===== src/rtl/change_monitor.sv =====
// rtl/change_monitor.sv - logs timestamped value changes of a monitored signal into a drainable FIFO
module change_monitor #(
    parameter int WIDTH = 8,
    parameter int DEPTH = 8,
    parameter int TS_W  = 16,
    parameter int CNT_W = 8
) (
    input  logic                     clk,
    input  logic                     rst_n,
    input  logic [WIDTH-1:0]         sig,
    input  logic                     mon_en,
    output logic                     out_valid,
    input  logic                     out_ready,
    output logic [TS_W+WIDTH-1:0]    out_data,
    output logic [$clog2(DEPTH):0]   level,
    output logic                     ovf,
    output logic [CNT_W-1:0]         drop_cnt,
    input  logic                     clr_ovf
);
    localparam int AW = $clog2(DEPTH);
    localparam int LW = AW + 1;

    logic [TS_W-1:0]       ts;
    logic [WIDTH-1:0]      prev;
    logic                  first;
    logic [AW-1:0]         wr_ptr;
    logic [AW-1:0]         rd_ptr;
    logic [LW-1:0]         level_q;
    logic                  ovf_q;
    logic [CNT_W-1:0]      drop_q;
    logic [TS_W+WIDTH-1:0] mem [DEPTH];

    logic event_hit;
    logic full;
    logic pop;
    logic push;
    logic drop;

    always_comb begin
        event_hit = mon_en && (first || (sig != prev));
        full      = (level_q == LW'(DEPTH));
        pop       = (level_q != '0) && out_ready;
        push      = event_hit && (!full || pop);
        drop      = event_hit && full && !pop;
    end

    always_ff @(posedge clk) begin
        if (!rst_n) begin
            ts      <= '0;
            prev    <= '0;
            first   <= 1'b1;
            wr_ptr  <= '0;
            rd_ptr  <= '0;
            level_q <= '0;
            ovf_q   <= 1'b0;
            drop_q  <= '0;
        end else begin
            ts    <= ts + 1'b1;
            first <= !mon_en;
            if (mon_en) begin
                prev <= sig;
            end
            if (push) begin
                wr_ptr <= wr_ptr + 1'b1;
            end
            if (pop) begin
                rd_ptr <= rd_ptr + 1'b1;
            end
            if (push && !pop) begin
                level_q <= level_q + 1'b1;
            end else if (pop && !push) begin
                level_q <= level_q - 1'b1;
            end
            // A drop in the same cycle as a clear restarts the count at one.
            if (drop) begin
                ovf_q <= 1'b1;
                if (clr_ovf) begin
                    drop_q <= CNT_W'(1);
                end else if (drop_q != '1) begin
                    drop_q <= drop_q + 1'b1;
                end
            end else if (clr_ovf) begin
                ovf_q  <= 1'b0;
                drop_q <= '0;
            end
        end
    end

    // Storage carries no reset; occupancy alone decides what is valid.
    always_ff @(posedge clk) begin
        if (push) begin
            mem[wr_ptr] <= {ts, sig};
        end
    end

    assign out_valid = (level_q != '0);
    assign out_data  = mem[rd_ptr];
    assign level     = level_q;
    assign ovf       = ovf_q;
    assign drop_cnt  = drop_q;
endmodule


===== config.mk =====
export PLATFORM = sky130hd
export DESIGN_NAME = change_monitor
export DESIGN_NICKNAME = d
export VERILOG_FILES = /design/src/rtl/change_monitor.sv
export SDC_FILE = /design/constraint.sdc
export NUM_CORES = 1
export LEC_CHECK = 0
export CAP_MARGIN = 5
export CORE_AREA = 2 2 105 209
export DETAILED_ROUTE_END_ITERATION = 6
export DIE_AREA = 0 0 107 211
export DONT_BUFFER_PORTS = 1
export PLACE_DENSITY = 0.59
export SYNTH_ARGS = -nofsm -noshare
export SYNTH_HDL_FRONTEND = slang
export SYNTH_SLANG_ARGS = --single-unit

===== constraint.sdc =====
create_clock -name clk -period 14.9 [get_ports clk]
set_input_delay 4.47 -clock clk [delete_from_list [all_inputs] [get_ports clk]]
set_output_delay 4.47 -clock clk [all_outputs]
set_load 0.01 [all_outputs]

Word-level counts from Yosys, hierarchy flattened
Memories as Yosys holds them, arrays and structs flattened. A register that Yosys moved wholly into a read port is not among the register bits. Index checks and enable logic that the tools add are counted. W data, S select, Z words.

Register bits: 44. RAM bits: 192. Input bits: 13. Output and inout bits: 38. Memories: 1.

$add $sub $neg: 6. Equal/unequal tests: 3. Multiplexer cells: 12. Reduce and logical (&&, ||, !) cells: 18.

Memories: mem (words 8, width 24, read ports 1, clocked after memory_dff 1, write ports 1, RTL line 31) `logic [TS_W+WIDTH-1:0] mem [DEPTH];`.

Operators with widths (number): $mux W8 (4); $add A16 B1 Y16 const B (1); $add A8 B1 Y8 const B (1); $mux W4 (2); $ne A8 B8 Y1 (1); $ne A8 B8 Y1 const B (1); $logic_and A1 B1 Y1 (7); $add A3 B1 Y3 const B (2); $mux W3 (2); $reduce_bool A2 Y1 (3); $add A4 B1 Y4 const B (1); $eq A4 B4 Y1 const B (1); $logic_not A1 Y1 (4); $mux W1 (4); $reduce_bool A4 Y1 (1); $sub A4 B1 Y4 const B (1); $logic_or A1 B1 Y1 (2); $reduce_and A2 Y1 (1).

Logic depth before layout (Yosys ltp)
Word-level depth: 8. Mapped depth: 13.

Worst setup path before layout
No wires, ideal clock.

Kind: input to register. From: in mon_en. To: mem mem[2][0] in the netlist's numbering (enable). Library setup time: 0.475 ns. Data arrival time: 7.627 ns. Required time: 14.425 ns. Path slack: 6.799 ns. Stages: 4. Buffers on the path: 1. Path through: buf_2 > o31a_2 > nand2_1 > nor4b_1.

Cells in the longest elaborated chain, start to end: 4.

RTL lines: start, declared (RTL line 11) `input logic mon_en,`; $logic_and A1 B1 Y1 (RTL line 40) `event_hit = mon_en && (first || (sig != prev));`; $logic_and A1 B1 Y1 (RTL line 43) `push = event_hit && (!full || pop);`; $mux W1 (RTL line 91) `if (push) begin`; $mux W1 (implied by the code) (RTL line 92) `mem[wr_ptr] <= {ts, sig};`; end, declared (RTL line 31).

Every way passes these cells.

==> reports/qor.yml <==
status:
  status: "complete, no violations"
worst_setup_path:
  critPathCaptureType: "output port"
  reg2reg_to: "level[3]$_SDFFE_PN0P_"
  arrival_ns: 2.46
  r2r_cells: 13
  reg2reg_from: "prev[3]$_SDFFE_PN0P_"
  reg2reg_slack_ns: 11.67
  cp-start-kind: "flop"
  cp_max_fo: 48
  path_class: "flop to output port"
  cp.required_ns: 10.43
power:
  swShare_pct: 24.71
  ir_drop_v: 0.00008995
  pwr_density_cell_nw_per_um2: 149.0
  pwr-share-clk_pct: 31.6
  p_leak_nw: 3.331
  seqPwrFrac_pct: 52.1
  p_switching_mw: 0.3813
  internal-power_mw: 1.162
  combPwrFrac_pct: 16.3
logic_synthesis:
  synth_ff_type: "edfxtp_1"
  synth.most_common_cell: "edfxtp_1"
  synth_edf_count: 192
  ys_seq_area_share_pct: 71.65
  async_reset_ff_share_pct: 0
  syn_inst: 518
  synth_cell_type_count: 46
  synth_fp_nets: 539
  synth_commonest_cells: "192 x edfxtp_1, 48 x mux4_2, 47 x dfxtp_1"
  synth.area.mux_share_pct: 15.51
  synth_area_sq_um: 9360
  yosys.area.top_type: "edfxtp_1"
  ys_ff_latch: 239
  synth_top_family_by_area: "multiplexers"
  ys_warn_count: 0
  synth_adder_area_share_pct: 1.150
  synth-compound-area-share_pct: 2.540
  synth_area_per_cell_sq_um: 18.07
  yosys.area_share.simple_pct: 5.721
  synth-xor-area-share_pct: 2.246
  yosysTopAreaCellShare_pct: 61.60
  synth.area.top_cells: "edfxtp_1 62%, mux4_2 12%, dfxtp_1 10%"
cts:
  ctsResizeCount: 0
  cts_buffers: 20
  htree_levels: 1
  cts_tree: "built"
  clk_latency_ns: 0.48
  ctsHoldBuffers: 0
  clk_pin_slew_ns: 0.06
  clockRootBuffer: "clkbuf_16"
  clock_sinks: 239
  post-cts-setup-buffers: 0
  clk_path_buf_depth: 3
sta:
  relSlewSlack_pct: 33.15
  hold_viol: 0
  fmax_ghz: 0.1442
  setup_tns_ns: 0
  worst_slack_ns: 7.967
  rsz0062_at_grt: "no"
  timing.final.crit_period_ns: 6.933
  worst_pin_slew_ns: 1.003
  fin_skew_ns: 0.01008
  setup_viol: 0
  slew_viol_final: 0
  finalCritPeriodShare_pct: 46.53
placed_design:
  place_ws_ns: 7.535
  port-buffer-count: 0
  place.gp.congestion: 0.7377
  postPlaceCellArea_sq_um: 9749
  hpwl_microns: 10760
global_route:
  grt_overflow: 0
  track_usage_pct: 16.57
  grt_pass1_vias: 4932
  grt_max_degree: 49
  grt_pass1_wl_microns: 28090
  antenna_found_initial: 0
detailed_routing:
  routed_via_density: 5.604
  wl_microns: 18080
  ant_nets: 0
  vias: 4567
  drcViolationCount: 0
  wire_per_inst_microns: 22.19
  drt_iter0_markers: 168
  drt_pass1_iterations: 4
die:
  die_area_sq_um: 22580
  die_h_microns: 211
  initial_core_util_pct: 44.73
  coreArea_sq_um: 20930
  die_w_microns: 107
  rows: 75
  ios: 51
min_path:
  worstHoldPathCells: 2
  hp-start: "rd_ptr[1]$_SDFFE_PN0P_"
  hold_class: "flop to flop"
flow_run:
  maxCapViolations: 0
finish:
  drive_gt1_share_pct: 22.89
  antennaDiodeCount: 0
  fill_cells: 1712
  multi_input_area_sq_um: 2589
  areaGrowthSynthToFinish_pct: 10.64
  design_area_sq_um: 10360
  seq_area_sq_um: 6711
  final_nets: 553
==> worst max-delay path, cell delays in order (launching register included) <==
cell and delay [ns]:
dfxtp_4 1.00, mux4_2 0.62, mux2_2 0.31
==> cells in the final DEF (no fill, tap or decap), types with 2 or more instances in the layout <==
master	instances
edfxtp_1	192
mux4_2	48
dfxtp_1	45
nor2_1	29
mux2_2	24
clkbuf_16	21
a21oi_1	17
nand2_1	15
xnor2_1	12
xor2_1	12
buf_4	12
nand3_1	11
mux2i_1	10
and3_1	8
clkbuf_1	8
nand4_1	7
ha_1	7
or3_1	6
o21ai_0	6
inv_1	5
and2_1	5
nand2b_1	4
clkinv_1	4
nor3_1	2
nor3_2	2
nor4b_2	2
nor3b_2	2
and4_1	2
a211oi_1	2
clkbuf_8	2
==> per-layer routing <==
| metal | part of all wire [%] | vias up | wire length, microns | GRT usage, % |
|---|---|---|---|---|
| met4 | 1.9 | 0 | 335 | 4.657 |
| li1 | - | 2076 | - | - |
| met1 | 37 | 2383 | 6730 | 18.49 |
| met2 | 57 | 89 | 10220 | 31.56 |
| met3 | 4.4 | 19 | 793 | 3.147 |
| met5 | 0 | - | 0 | 0 |
==> per-stage QoR <==
| step | hold WS [ns] | cells | utilization [%] | power, mW |
|---|---|---|---|---|
| after global placement | 0.4618 | 779 | 46.59 | 1.072 |
| after CTS | 0.4874 | 815 | 49.49 | 1.566 |
| after floorplan | 0.4541 | 518 | - | 1.020 |
| final | 0.4834 | 815 | 49.49 | 1.543 |
| after global routing | 0.5466 | 815 | 49.49 | 1.611 |
| after detailed placement | 0.4780 | 779 | 46.59 | 1.080 |
==> cell families (layout without fill, tap and decap cells) <==
logic type / count (synthesis) / after routing
buffers and inverters: 26 / 54
AOI/OAI and AO/OA: 36 / 36
and+or+nand+nor: 103 / 103
xor gates and xnor gates: 24 / 24
adders and majority gates: 8 / 8
muxes: 82 / 82
DFF: 239 / 239
==> worst max-delay path by stage <==
stage	startpoint	endpoint	slack, ns	cells after the start
finish	flop	out_data[7]	7.97	2
global route	flop	out_data[7]	7.76	2
CTS	flop	out_data[7]	7.86	2
detailed placement	sig[3]	level[3]$_SDFFE_PN0P_	7.53	13
global placement	sig[3]	level[3]$_SDFFE_PN0P_	7.66	13
floorplan	mon_en	mem[2][0]$_DFFE_PP_	6.80	4
==> flip-flops by register name (all words and copies together), names as in the netlist, named ones only <==
| name | flops |
|---|---|
| drop_cnt | 8 |
| first | 1 |
| level | 4 |
| mem | 192 |
| ovf | 1 |
| prev | 8 |
| rd_ptr | 3 |
| ts | 16 |
| wr_ptr | 3 |
==> layout make-up <==
type,instances,share of cell area [%]
inverter,6,0.2175
timing repair buffer,12,0.8699
tap,269,3.250
clock inverter,5,0.2296
multi-input combinational,253,25.00
sequential,239,64.81
clock buffer,31,5.630
==> power groups by stage <==
stage / clock network, mW / logic, mW / registers (mW)
6_report: 0.487 / 0.252 / 0.803
5_1_grt: 0.523 / 0.273 / 0.815
4_1_cts: 0.499 / 0.259 / 0.808
3_5_place_dp: 0 / 0.258 / 0.823
3_3_place_gp: 0 / 0.253 / 0.820
2_1_floorplan: 0 / 0.245 / 0.775
(Power assumes the default switching activity.)
